File: src/rtl/cr_bmu_ibus_pkg.sv
// rtl/cr_bmu_ibus_pkg.sv - shared state encoding and address-window helper for the ibus responder
// Optional watchdog build macro: CR_IBUS_RESP_TIMEOUT_EN

package cr_bmu_ibus_pkg;

  typedef enum logic [1:0] {
    IDLE   = 2'd0,
    CHECK  = 2'd1,
    ACCESS = 2'd2,
    DRAIN  = 2'd3
  } ibus_state_e;

  // Offset compare so addresses below base wrap to a large value and fail.
  function automatic logic in_win(input logic [31:0] addr,
                                  input logic [31:0] base,
                                  input logic [31:0] size);
    logic [31:0] ofs;
    ofs = addr - base;
    return (ofs < size);
  endfunction

endpackage

File: src/rtl/cr_bmu_ibus_wdog.sv
// rtl/cr_bmu_ibus_wdog.sv - response watchdog counter, built only with CR_IBUS_RESP_TIMEOUT_EN

module cr_bmu_ibus_wdog #(
  parameter int TMO_CYC = 16
) (
  input  logic misc_clk,
  input  logic cpurst,
  input  logic clr,
  input  logic en,
  output logic expire
);

  localparam int CNT_W = $clog2(TMO_CYC + 1);

  logic [CNT_W-1:0] cnt;

  always_ff @(posedge misc_clk) begin
    if (cpurst || clr) begin
      cnt <= '0;
    end else if (en) begin
      cnt <= cnt + 1'b1;
    end
  end

  assign expire = en && (cnt == CNT_W'(TMO_CYC - 1));

endmodule

File: src/rtl/cr_bmu_ibus_vec_resp.sv
// rtl/cr_bmu_ibus_vec_resp.sv - single-outstanding ibus responder with window check and memory forwarding
// Optional response watchdog: define CR_IBUS_RESP_TIMEOUT_EN

module cr_bmu_ibus_vec_resp
  import cr_bmu_ibus_pkg::*;
#(
  parameter int          ADDR_W    = 32,
  parameter int          DATA_W    = 32,
  parameter logic [31:0] BASE_ADDR = 32'h0000_0000,
  parameter logic [31:0] WIN_SIZE  = 32'h0001_0000,
  parameter int          TMO_CYC   = 16
) (
  input  logic              misc_clk,
  input  logic              cpurst,
  input  logic              ibus_req,
  input  logic [ADDR_W-1:0] ibus_addr,
  input  logic              iu_bmu_vec_redirect,
  output logic              bmu_xx_ibus_grnt,
  output logic              bmu_xx_ibus_data_vld,
  output logic              bmu_xx_ibus_acc_err,
  output logic [DATA_W-1:0] bmu_xx_ibus_rdata,
  output logic              mem_req,
  output logic [ADDR_W-1:0] mem_addr,
  input  logic              mem_rvld,
  input  logic [DATA_W-1:0] mem_rdata,
  input  logic              mem_err
);

  ibus_state_e       state_q, state_d;
  logic [ADDR_W-1:0] addr_q;
  logic              vld_q, err_q, vld_d, err_d;
  logic [DATA_W-1:0] rdata_q;
  logic              grnt, mem_req_d, addr_ok, wdog_expire;

  assign addr_ok = in_win(32'(addr_q), BASE_ADDR, WIN_SIZE) && (addr_q[1:0] == 2'b00);

`ifdef CR_IBUS_RESP_TIMEOUT_EN
  cr_bmu_ibus_wdog #(
    .TMO_CYC (TMO_CYC)
  ) u_wdog (
    .misc_clk (misc_clk),
    .cpurst   (cpurst),
    .clr      (state_q != ACCESS),
    .en       (state_q == ACCESS),
    .expire   (wdog_expire)
  );
`else
  assign wdog_expire = 1'b0;
`endif

  always_comb begin
    state_d   = state_q;
    grnt      = 1'b0;
    mem_req_d = 1'b0;
    vld_d     = 1'b0;
    err_d     = 1'b0;
    case (state_q)
      IDLE: begin
        // Hold off the next grant while the previous response pulse is on the bus.
        grnt = ibus_req && !iu_bmu_vec_redirect && !vld_q && !err_q;
        if (grnt) state_d = CHECK;
      end
      CHECK: begin
        if (iu_bmu_vec_redirect) begin
          state_d = IDLE;
        end else if (!addr_ok) begin
          err_d   = 1'b1;
          state_d = IDLE;
        end else begin
          mem_req_d = 1'b1;
          state_d   = ACCESS;
        end
      end
      ACCESS: begin
        if (iu_bmu_vec_redirect) begin
          state_d = (mem_rvld || mem_err) ? IDLE : DRAIN;
        end else if (mem_err) begin
          err_d   = 1'b1;
          state_d = IDLE;
        end else if (mem_rvld) begin
          vld_d   = 1'b1;
          state_d = IDLE;
        end else if (wdog_expire) begin
          err_d   = 1'b1;
          state_d = DRAIN;
        end
      end
      DRAIN: begin
        if (mem_rvld || mem_err) state_d = IDLE;
      end
      default: state_d = IDLE;
    endcase
  end

  always_ff @(posedge misc_clk) begin
    if (cpurst) begin
      state_q <= IDLE;
      addr_q  <= '0;
      vld_q   <= 1'b0;
      err_q   <= 1'b0;
      rdata_q <= '0;
    end else begin
      state_q <= state_d;
      if (grnt) addr_q <= ibus_addr;
      vld_q   <= vld_d;
      err_q   <= err_d;
      rdata_q <= vld_d ? mem_rdata : '0;
    end
  end

  // Combinational strobes are masked so every output is quiet while reset is held.
  assign bmu_xx_ibus_grnt     = grnt && !cpurst;
  assign mem_req              = mem_req_d && !cpurst;
  assign bmu_xx_ibus_data_vld = vld_q;
  assign bmu_xx_ibus_acc_err  = err_q;
  assign bmu_xx_ibus_rdata    = rdata_q;
  assign mem_addr             = {addr_q[ADDR_W-1:2], 2'b00};

endmodule

File: config.mk
export PLATFORM = sky130hd
export DESIGN_NAME = cr_bmu_ibus_vec_resp
export DESIGN_NICKNAME = d
export VERILOG_FILES = /design/src/rtl/cr_bmu_ibus_pkg.sv /design/src/rtl/cr_bmu_ibus_wdog.sv /design/src/rtl/cr_bmu_ibus_vec_resp.sv
export SDC_FILE = /design/constraint.sdc
export NUM_CORES = 1
export LEC_CHECK = 0
export BUFFER_PORTS_ARGS = -buffer_cell sky130_fd_sc_hd__clkbuf_2
export CORE_AREA = 2 2 77 79
export DETAILED_ROUTE_END_ITERATION = 7
export DIE_AREA = 0 0 79 81
export PLACE_DENSITY = 0.82
export REMOVE_ABC_BUFFERS = 1
export SETUP_SLACK_MARGIN = 0.2
export SYNTH_ARGS = -nofsm -noshare
export SYNTH_HDL_FRONTEND = slang
export SYNTH_HIERARCHICAL = 1
export SYNTH_SLANG_ARGS = --single-unit
File: constraint.sdc
create_clock -name misc_clk -period 3 [get_ports misc_clk]
set_input_delay 0.45 -clock misc_clk [delete_from_list [all_inputs] [get_ports misc_clk]]
set_output_delay 0.45 -clock misc_clk [all_outputs]
set_load 0.005 [all_outputs]
# Yosys cells after proc, flatten, opt, wreduce, memory -nomap -nowiden

Cells that the tools add are included.

Multiplexer cells: 22
Eq/ne operators: 6
Bitwise logic cells: 1
Reductions and logical operators: 15
Magnitude comparators: 1

Operators with widths:

| operator               | number |
|---|---|
| $lt A32 B17 Y1 const B | 1 |
| $mux W2                | 8 |
| $mux W1                | 12 |
| $pmux W2 S4            | 1 |
| $logic_and A1 B1 Y1    | 6 |
| $eq A2 B2 Y1 const B   | 2 |
| $logic_not A1 Y1       | 4 |
| $logic_not A2 Y1       | 2 |
| $ne A2 B2 Y1 const B   | 2 |
| $ne A4 B4 Y1 const B   | 1 |
| $reduce_and A3 Y1      | 1 |
| $eq A2 B1 Y1 const B   | 1 |
| $pmux W1 S2            | 1 |
| $reduce_or A2 Y1       | 1 |
| $logic_or A1 B1 Y1     | 1 |
| $not A1 Y1             | 1 |

Output and inout bits: 68
Bits in registers: 68
Input bits: 70
Logic and storage cells: 50

# Logic depth before layout (Yosys ltp)

Gate-level depths: netlist of the first run.

Depth in word-level cells: 6
Depth in mapped cells: 7
Mapped depth without buffers: 6

# Worst setup path after synthesis of the first run

No wires, ideal clock.

Path type: flip-flop to output port
Start point: register addr_q[25]
End point: output port mem_req
Data arrival time: 1.309 ns
Path buffers: 0
Path slack: 1.241 ns
Stages on the path, launching flop included: 5
Data required time: 2.550 ns
Cell sequence: dfxtp_1 > nor4_1 > nand3_1 > or4b_4 > nor2_1

Cells in the longest elaborated chain, start to end: 6

RTL lines:

| what                     | line                        | text |
|---|---|---|
| start: declaration       | cr_bmu_ibus_vec_resp.sv:30  | `logic [ADDR_W-1:0] addr_q;` |
| start signal: assignment | cr_bmu_ibus_vec_resp.sv:104 | `if (grnt) addr_q <= ibus_addr;` |
| $lt A32 B17 Y1           | cr_bmu_ibus_pkg.sv:19       | `return (ofs < size);` |
| $logic_and A1 B1 Y1      | cr_bmu_ibus_vec_resp.sv:35  | `assign addr_ok = in_win(32'(addr_q), BASE_ADDR, WIN_SIZE) && (addr_q[1:0] == 2'b00);` |
| $mux W1                  | cr_bmu_ibus_vec_resp.sv:66  | `end else if (!addr_ok) begin` |
| $mux W1                  | cr_bmu_ibus_vec_resp.sv:64  | `if (iu_bmu_vec_redirect) begin` |
| $mux W1                  | cr_bmu_ibus_vec_resp.sv:57  | `case (state_q)` |
| $logic_and A1 B1 Y1      | cr_bmu_ibus_vec_resp.sv:113 | `assign mem_req = mem_req_d && !cpurst;` |
| end: declaration         | cr_bmu_ibus_vec_resp.sv:22  | `output logic mem_req,` |

No other way between the ends.

# Final worst setup path of the first run

Same ends and word-level chain as after synthesis.

==> reports/qor.txt, run 1 <==
outcome = completed
warnings from Yosys = 6
worst-skew pair later-pin latency = 0.33 ns
leading cell type in the layout, fill and taps excluded = clkbuf_2
n_diodes = 0
GRT Total Usage = 17.2%
first-pass GRT wire length = 8430 µm
Sink Count = 68
Synth cell types = 24
CTS resizes = 0
Slew Viols, Final = 0
worst-path fanout max = 3
final setup skew = 0.00741 ns
critical path cell sequence = nor4_1 > nand3_1 > or4b_4 > nor2_1 > clkbuf_2
Reg area = 0.00136 mm²
slowest stage cell, crit path = or4b_4
per-cell routed wire length = 11.8 µm
Fin. Hold Viols = 0
Layout fillers = 508
CP Data Arrival Time = 1.97 ns
IO Count = 138
pin count of the biggest net entering global routing = 38
Critical Path RT = 2.55 ns
Row Count = 28
# nets final = 461
most frequent cells in the layout = clkbuf_2 (135), nand2_1 (68), dfxtp_1 (68), a21oi_1 (34), and2_1 (33)
post-CTS setup buffers = 0
vias in the first global route = 2,010
syn_area_per_cell = 8.98 µm²
synthesized instance count = 282
Die Width = 79 µm
Worst Hold Class = input pin to flop
clk root buf = clkbuf_8
Power Density = 548 mW/mm²
initial antenna violation count = 0
area of the multi-input gates = 871 µm²
via count = 2,130
share of layout cells above drive strength 1 = 39.5%
Tcrit/Tclk final = 80.5%
Netlist Area Pre-Place = 0.00253 mm²
Min Clock Period, post-route = 2.42 ns
setup_tns = 0 ns
TritonCTS Buffers = 9
Slew HR = 49.2%
fin util = 56.4%
Port Buffers = 135
Max Cap Violations = 0
TritonRoute pass-1 iters = 4
Peak supply drop = 307 µV
Clock Tree Buf Depth = 2
sequential fraction of the synthesis area = 53.7%
Crit. End Element = output port
hold buffers post-CTS = 0
Die ar. = 0.00640 mm²
Final Setup Violations = 0
Clock transition at path regs = 0.07 ns
CP peak stage delay = 0.56 ns
HPWL after DPL = 4150 µm
1st-iter DRT viols = 82
Leak = 1.55 nW
chip height = 81 µm
DRC = 0
initial core utilization = 44.6%
Syn-to-layout area delta = 26.3%
Tightest Pin Transition = 0.761 ns
Post-Route WL = 5480 µm
Max H-tree Level = 3
RSZ-0062 raised after global routing = no
f_max = 0.414 GHz
synthesized flop and latch total = 68
core area = 0.00568 mm²
CTS tree = built
Via density = 4.58
Routed Antenna Nets = 0
Setup CP Type = flop to output port
Overflow after GRT = 0
routability cong. = 0.812
startpoint types = flop
[synth_stat cells]
master	count	area, µm²
dfxtp_1	68	1360
nand2_1	68	255
a21oi_1	34	170
and2_1	33	206
buf_4	32	240
clkbuf_1	10	37.5
nor2_1	7	26.3
ha_1	5	62.6
buf_2	4	20.0
nor4_1	4	25.0
inv_1	2	7.51
nand3_1	2	10.0
o21ai_0	2	10.0
a211o_1	1	8.76
a311oi_1	1	8.76
and4b_1	1	10.0
conb_1	1	3.75
nand2b_1	1	6.26
nand4_1	1	6.26
nor2b_1	1	6.26
nor4b_2	1	15.0
nor4bb_1	1	10.0
o211ai_2	1	12.5
or4b_4	1	13.8
[area by class of cell]
| class | instances | area share (%) |
|---|---|---|
| well taps | 75 | 2.93 |
| clock inverters | 2 | 0.313 |
| flip-flops and latches | 68 | 42.5 |
| repair buffers | 138 | 21.8 |
| clock buffers | 13 | 4.96 |
| multi-input cells | 167 | 27.2 |
| inverters | 2 | 0.235 |
[worst max-delay path: cells and delay by family, from the launching register on]
kind                   cells  cell delay (ns)
DFF                        1             0.33
and+or+nand+nor            4             1.18
buffers and inverters      1             0.12
[state kept, by name, indices dropped and copies added, names as in the netlist]
name and count:
addr_q 32, bmu_xx_ibus_rdata 32, state_q 2, bmu_xx_ibus_acc_err 1
bmu_xx_ibus_data_vld 1
[metrics by stage]
| step | total power [mW] | hold WS [ns] | cells | setup slack [ns] | cell area [µm²] |
|---|---|---|---|---|---|
| floorplan | 1.03 | 0.430 | 237 | 1.09 | 2240 |
| global placement | 1.13 | 0.443 | 450 | 1.03 | 3030 |
| detailed placement | 1.13 | 0.447 | 450 | 0.949 | 3030 |
| CTS | 1.78 | 0.297 | 465 | 0.574 | 3200 |
| global route | 1.84 | 0.302 | 465 | 0.507 | 3200 |
| finish | 1.75 | 0.316 | 465 | 0.585 | 3200 |
[logic make-up (layout without fill, tap and decap cells)]
kind of cell    count (synthesis)  after routing  share of synthesized area [%]
other cells                     1              2                          0.148
buf+inv                        48            155                           12.0
simple gates                  121            121                           23.3
compound gates                 39             39                           8.30
flops                          68             68                           53.7
fa+ha+maj                       5              5                           2.47
[worst paths after layout]
| kind | start | cells after the start | slack [ns] | end |
|---|---|---|---|---|
| setup reg to reg | state_q[0] | 6 | 1.27 | state_q[0] |
| hold reg to reg | addr_q[12] | 2 | 0.45 | addr_q[12] |
| hold / removal | mem_rdata[29] | 2 | 0.32 | bmu_xx_ibus_rdata[29] |
| setup / recovery | addr_q[25] | 5 | 0.58 | mem_req |
[where the power goes]
part	internal [mW]	switching, mW	total, mW
Clock	0.338	0.303	0.641
Sequential	0.928	0.0168	0.945
Combinational	0.0797	0.0872	0.167
[metal layers]
metal,vias to the layer above,wire (µm),track usage [%]
met5,-,0,0
met4,0,79,8.79
met3,9,687,8.11
met2,115,2520,29.0
met1,930,2200,18.2
li1,1076,-,-
No activity file was read; power rests on OpenSTA's default activity.
==> run 2: changes to the inputs <==
ABC_AREA = 1   (was unset)
CORE_AREA = 2 2 85 87   (was 2 2 77 79)
DIE_AREA = 0 0 87 89   (was 0 0 79 81)
PLACE_DENSITY = 0.74   (was 0.82)
clock period = 2.05 ns   (was 3 ns; I/O delays follow)
==> reports/qor.txt, run 2 <==
outcome = completed (unchanged)
sequential fraction of the synthesis area = 50.5% (was 53.7%)
worst-skew pair later-pin latency = 0.34 ns (was 0.33 ns)
final setup skew = 0.00838 ns (was 0.00741 ns)
Power Density = 860 mW/mm² (was 548 mW/mm²)
share of layout cells above drive strength 1 = 37.0% (was 39.5%)
leading cell type in the layout, fill and taps excluded = clkbuf_2 (unchanged)
largest area contributor in the netlist = dfxtp_1 (unchanged)
Setup WS pre-CTS = 0.585 ns (was 0.949 ns)
HPWL after DPL = 4240 µm (was 4150 µm)
Port Buffers = 135 (unchanged)
TritonRoute pass-1 iters = 4 (unchanged)
Reg area = 0.00136 mm² (unchanged)
Syn-to-layout area delta = 24.5% (was 26.3%)
most used cell, CP = nor2_1
Clock Tree Buf Depth = 2 (unchanged)
Critical Path RT = 1.74 ns (was 2.55 ns)
TritonCTS Buffers = 9 (unchanged)
switching power = 0.689 mW (was 0.407 mW)
Netlist Area Pre-Place = 0.00270 mm² (was 0.00253 mm²)
Leak = 1.81 nW (was 1.55 nW)
per-cell routed wire length = 10.7 µm (was 11.8 µm)
IO Count = 138 (unchanged)
core area = 0.00672 mm² (was 0.00568 mm²)
1st-iter DRT viols = 66 (was 82)
chip height = 89 µm (was 81 µm)
Comb power frac = 10.4% (was 9.5%)
Max Cap Violations = 0 (unchanged)
Synth cell types = 20 (was 24)
Synth Flop Type = dfxtp_1 (unchanged)
f_max = 0.594 GHz
Tcrit/Tclk final = 82.1%
Via density = 4.27 (was 4.58)
routability cong. = 0.833 (was 0.812)
Internal = 2.20 mW (was 1.35 mW)
Clk pwr share = 40.8% (was 36.6%)
Max H-tree Level = 3 (unchanged)
Layout fillers = 671 (was 508)
Flop pwr share = 48.8% (was 53.9%)
setup_tns = 0 ns (unchanged)
DRC = 0 (unchanged)
CTS resizes = 0 (unchanged)
Setup CP Type = flop to output port (unchanged)
worst-path fanout max = 4 (was 3)
CP peak stage delay = 0.36 ns (was 0.56 ns)
Clock transition at path regs = 0.07 ns (about the same)
RSZ-0062 raised after global routing = no (unchanged)
# nets final = 511 (was 461)
top cells by instance count after synthesis = inv_1 (71), dfxtp_1 (68), nor2_1 (45) (was dfxtp_1 (68), nand2_1 (68), a21oi_1 (34))
top-area cell type share of the netlist area = 50.5% (was 53.7%)
critical path cell sequence = inv_2 > ha_1 > inv_1 > nor2_1 > nand3_1 > nor2_1 > clkbuf_2 (was nor4_1 > nand3_1 > or4b_4 > nor2_1 > clkbuf_2)
synthesized instance count = 331 (was 282)
via count = 2,226 (was 2,130)
Switching Share = 23.9% (was 23.2%)
CTS tree = built (unchanged)
first-pass GRT wire length = 8830 µm (was 8430 µm)
pin count of the biggest net entering global routing = 37 (was 38)
Final WS setup = 0.367 ns (was 0.585 ns)
initial antenna violation count = 0 (unchanged)
Peak supply drop = 622 µV (was 307 µV)
GRT Total Usage = 14.9% (was 17.2%)
Crit. End Element = output port (unchanged)
Die Width = 87 µm (was 79 µm)
hold buffers post-CTS = 0 (unchanged)
dpl cell area = 0.00314 mm² (was 0.00303 mm²)
Row Count = 30 (was 28)
CP Data Arrival Time = 1.38 ns (was 1.97 ns)
EDFF count, synth = 0 (unchanged)
post-CTS setup buffers = 0 (unchanged)
Die ar. = 0.00774 mm² (was 0.00640 mm²)
initial core utilization = 40.1% (was 44.6%)
share of flip-flops with an asynchronous set or reset = 0% (unchanged)
Slew Viols, Final = 0 (unchanged)
Worst Hold Class = input pin to flop (unchanged)
Slew HR = 66.4% (was 49.2%)
startpoint types = flop (unchanged)
Overflow after GRT = 0 (unchanged)
main area contributors after synthesis = dfxtp_1 (50%), inv_1 (9.9%), buf_4 (8.9%) (was dfxtp_1 (54%), nand2_1 (10%), buf_4 (9.5%))
Fin. Hold Viols = 0 (unchanged)
slowest stage cell, crit path = dfxtp_1 (was or4b_4)
clk root buf = clkbuf_8 (unchanged)
area of the multi-input gates = 707 µm² (was 871 µm²)
syn_area_per_cell = 8.15 µm² (was 8.98 µm²)
Post-Route WL = 5570 µm (was 5480 µm)
vias in the first global route = 2,118 (was 2,010)
synthesized flop and latch total = 68 (unchanged)
count leader, synth = inv_1
Routed Antenna Nets = 0 (unchanged)
n_diodes = 0 (unchanged)
Overall Power = 2.89 mW (was 1.75 mW)
most frequent cells in the layout = clkbuf_2 (135), inv_1 (70), dfxtp_1 (68), nor2_1 (45), a21oi_1 (35) (was clkbuf_2 (135), nand2_1 (68), dfxtp_1 (68), a21oi_1 (34), and2_1 (33))
Min Clock Period, post-route = 1.68 ns
Sink Count = 68 (unchanged)
Final Setup Violations = 0 (unchanged)
design area = 0.00336 mm² (was 0.00320 mm²)
warnings from Yosys = 6 (unchanged)
Tightest Pin Transition = 0.504 ns (was 0.761 ns)
[run 2: cell count changes after synthesis, sizes merged, moves of 4 or more]
| cell | before | now |
|---|---|---|
| and2 | 33 | 0 |
| nand3 | 2 | 7 |
| nand2 | 68 | 16 |
| buf | 36 | 43 |
| clkbuf | 10 | 2 |
| inv | 2 | 73 |
| nor4 | 4 | 0 |
| nor2 | 7 | 48 |
| o21ai | 2 | 32 |
[run 2: metrics by stage]
stage / hold WS [ns] / utilization [%] / cells
global route: 0.138 / 49.9 / 521
detailed placement: 0.435 / 46.7 / 505
CTS: 0.142 / 49.9 / 521
floorplan: 0.377 / - / 287
finish: 0.155 / 49.9 / 521
global placement: 0.432 / 46.7 / 505
[run 2: cell families after synthesis]
family	Yosys count	share of synthesized area (%)
AND/OR/NAND/NOR	72	11.2
flip-flops	68	50.5
other	1	0.139
adder cells (fa/ha/maj)	5	2.32
buffers and inverters	118	23.4
AO/OA/AOI/OAI	67	12.4
[run 2: power by group through the flow]
| stage | logic, mW | registers (mW) | clock network [mW] |
|---|---|---|---|
| 2_1_floorplan | 0.145 | 1.44 | 0 |
| 3_3_place_gp | 0.297 | 1.44 | 0 |
| 3_5_place_dp | 0.303 | 1.44 | 0 |
| 4_1_cts | 0.304 | 1.41 | 1.21 |
| 5_1_grt | 0.347 | 1.41 | 1.28 |
| 6_report | 0.300 | 1.41 | 1.18 |
[run 2: final timing paths]
check                      from                     to  slack (ns)  depth (start not counted)
setup reg to reg     state_q[0]             addr_q[28]        0.58                          6
hold reg to reg       addr_q[2]              addr_q[2]        0.44                          2
hold / removal    mem_rdata[11]  bmu_xx_ibus_rdata[11]        0.15                          3
setup / recovery     state_q[1]                mem_req        0.37                          7
[run 2: layer usage]
metal  vias up  part of all wire (%)  GRT usage [%]
met5         -                     0              0
met4         0                   2.1           7.95
met2       105                    44           24.4
li1       1170                     -              -
met1       939                    42           16.0
met3        12                    11           7.20
[run 2: worst max-delay path, delay by kind of cell (launching register included)]
kind / cells / cell delay [ns]
buf+inv: 3 / 0.25
fa+ha+maj: 1 / 0.16
flops: 1 / 0.36
simple gates: 3 / 0.27
[run 2: cell type report]
class / count / share of cell area [%]
clock buffers: 9 / 3.69
clock inverters: 7 / 2.72
inverters: 73 / 8.17
multi-input cells: 146 / 21.1
flip-flops and latches: 68 / 40.6
well taps: 80 / 2.98
repair buffers: 138 / 20.8
==> run 3: changes to the inputs <==
CORE_AREA = 2 2 81 83   (was 2 2 85 87)
DIE_AREA = 0 0 83 85   (was 0 0 87 89)
PLACE_DENSITY = 0.77   (was 0.74)
clock period = 1.8 ns   (was 2.05 ns; I/O delays follow)
==> reports/qor.txt, run 3 (synthesis results as in run 2) <==
Clock transition at path regs = 0.07 ns (about the same)
Peak supply drop = 575 µV (was 622 µV)
Setup CP Type = flop to output port (unchanged)
worst-skew pair later-pin latency = 0.35 ns (was 0.34 ns)
TritonCTS Buffers = 9 (unchanged)
final setup skew = 0.00648 ns (was 0.00838 ns)
CP Data Arrival Time = 1.33 ns (was 1.38 ns)
via count = 2,268 (was 2,226)
outcome = completed (unchanged)
hold buffers post-CTS = 0 (unchanged)
clk root buf = clkbuf_8 (unchanged)
Via density = 4.34 (was 4.27)
met1 usage = 18.6% (was 16.0%)
Port Buffers = 135 (unchanged)
pin count of the biggest net entering global routing = 59 (was 37)
met2 global-route usage = 26.5% (was 24.4%)
Overflow after GRT = 0 (unchanged)
1st-iter DRT viols = 49 (was 66)
Row Count = 29 (was 30)
most frequent cells in the layout = clkbuf_2 (134), inv_1 (69), dfxtp_1 (58), nor2_1 (36), a21oi_1 (35) (was clkbuf_2 (135), inv_1 (70), dfxtp_1 (68), nor2_1 (45), a21oi_1 (35))
design area = 0.00345 mm² (was 0.00336 mm²)
initial antenna violation count = 0 (unchanged)
DRC = 0 (unchanged)
Max H-tree Level = 3 (unchanged)
Slew Viols, Final = 0 (unchanged)
first-pass GRT wire length = 9490 µm (was 8830 µm)
Power Density = 931 mW/mm² (was 860 mW/mm²)
share of layout cells above drive strength 1 = 43.1% (was 37.0%)
TritonRoute pass-1 iters = 4 (unchanged)
Tightest Pin Transition = 0.501 ns (was 0.504 ns)
core area = 0.00620 mm² (was 0.00672 mm²)
n_diodes = 0 (unchanged)
Leak = 1.83 nW (was 1.81 nW)
Fin. Hold Viols = 0 (unchanged)
Die ar. = 0.00706 mm² (was 0.00774 mm²)
Final WS setup = 0.200 ns (was 0.367 ns)
Post-Route WL = 5830 µm (was 5570 µm)
Slew HR = 66.5% (was 66.4%)
dpl cell area = 0.00314 mm² (about the same)
initial core utilization = 43.5% (was 40.1%)
RSZ-0062 raised after global routing = yes (was no)
Sink Count = 68 (unchanged)
vias in the first global route = 2,214 (was 2,118)
Final Setup Violations = 0 (unchanged)
Syn-to-layout area delta = 28.1% (was 24.5%)
Worst Hold Class = input pin to flop (unchanged)
Most Crowded Layer GR = met2 (unchanged)
GRT Total Usage = 16.8% (was 14.9%)
# nets final = 516 (was 511)
f_max = 0.625 GHz
Min Clock Period, post-route = 1.60 ns
IO Count = 138 (unchanged)
Setup WS pre-CTS = 0.321 ns (was 0.585 ns)
routability cong. = 0.777 (was 0.833)
Critical Path RT = 1.53 ns (was 1.74 ns)
HPWL after DPL = 4270 µm (was 4240 µm)
Clock Tree Buf Depth = 2 (unchanged)
worst-path fanout max = 3 (was 4)
M3 GR Usage = 9.82% (was 7.20%)
Overall Power = 3.22 mW (was 2.89 mW)
Tcrit/Tclk final = 88.9%
setup_tns = 0 ns (unchanged)
per-cell routed wire length = 11.2 µm (was 10.7 µm)
startpoint types = flop (unchanged)
chip height = 85 µm (was 89 µm)
Max Cap Violations = 0 (unchanged)
leading cell type in the layout, fill and taps excluded = clkbuf_2 (unchanged)
Die Width = 83 µm (was 87 µm)
Crit. End Element = output port (unchanged)
fin util = 55.7% (was 49.9%)
Routed Antenna Nets = 0 (unchanged)
CTS tree = built (unchanged)
-- run 3: changes by cell type in the layout (fill, tap and decap cells not counted), moves of 2 or more --
cell and delta:
dfxtp_2 +10, clkinv_2 -2, nor2_1 -9, dfxtp_1 -10, nand3_2 +2, clkinvlp_4 +2
ha_1 -2, nor2_2 +8, buf_4 +4, nand3_1 -3
-- run 3: what timing repair did --
| item | CTS | global route |
|---|---|---|
| buffers inserted | 2 | 4 |
| setup endpoints to repair | 2 | 2 |
| resized for setup | 13 | 17 |
| pin swaps | 4 | 12 |
-- run 3: cell type report --
type,instances,area (µm²)
inverter,73,274
clock buffer,9,124
clock inverter,6,66.3
sequential,68,1370
timing repair buffer,143,748
tap,77,96.3
multi-input combinational,146,772
fill,566,2750
-- run 3: path summary, 6_finish.rpt --
check,from,end,slack (ns),depth (start not counted)
worst max-delay path,addr_q[17],mem_req,0.20,6
worst min-delay path,mem_rdata[8],bmu_xx_ibus_rdata[8],0.11,3
worst max register to register,state_q[1],bmu_xx_ibus_rdata[17],0.38,6
worst min register to register,addr_q[5],addr_q[5],0.45,2
-- run 3: metal layers --
layer | up-vias | part of all wire [%]
li1 | 1177 | -
met1 | 976 | 42
met2 | 106 | 44
met3 | 9 | 12
met4 | 0 | 1.6
met5 | - | 0
-- run 3: worst max-delay path: stages, from the launching register on --
cell and delay [ns]:
dfxtp_2 0.34, nor2_2 0.12, nand3_2 0.10, nor2_4 0.13, nand3_2 0.09, nor2_1 0.10, buf_2 0.11
-- run 3: power by group --
group	internal [mW]	total (mW)	switching [mW]
registers	1.57	1.61	0.0423
logic	0.188	0.389	0.201
clock network	0.631	1.21	0.584
total	2.39	3.22	0.827
-- run 3: metrics by stage --
step	hold WS [ns]	cells
2_1_floorplan	0.339	287
3_3_place_gp	0.431	501
3_5_place_dp	0.440	501
4_1_cts	0.101	518
5_1_grt	0.102	522
6_report	0.113	522
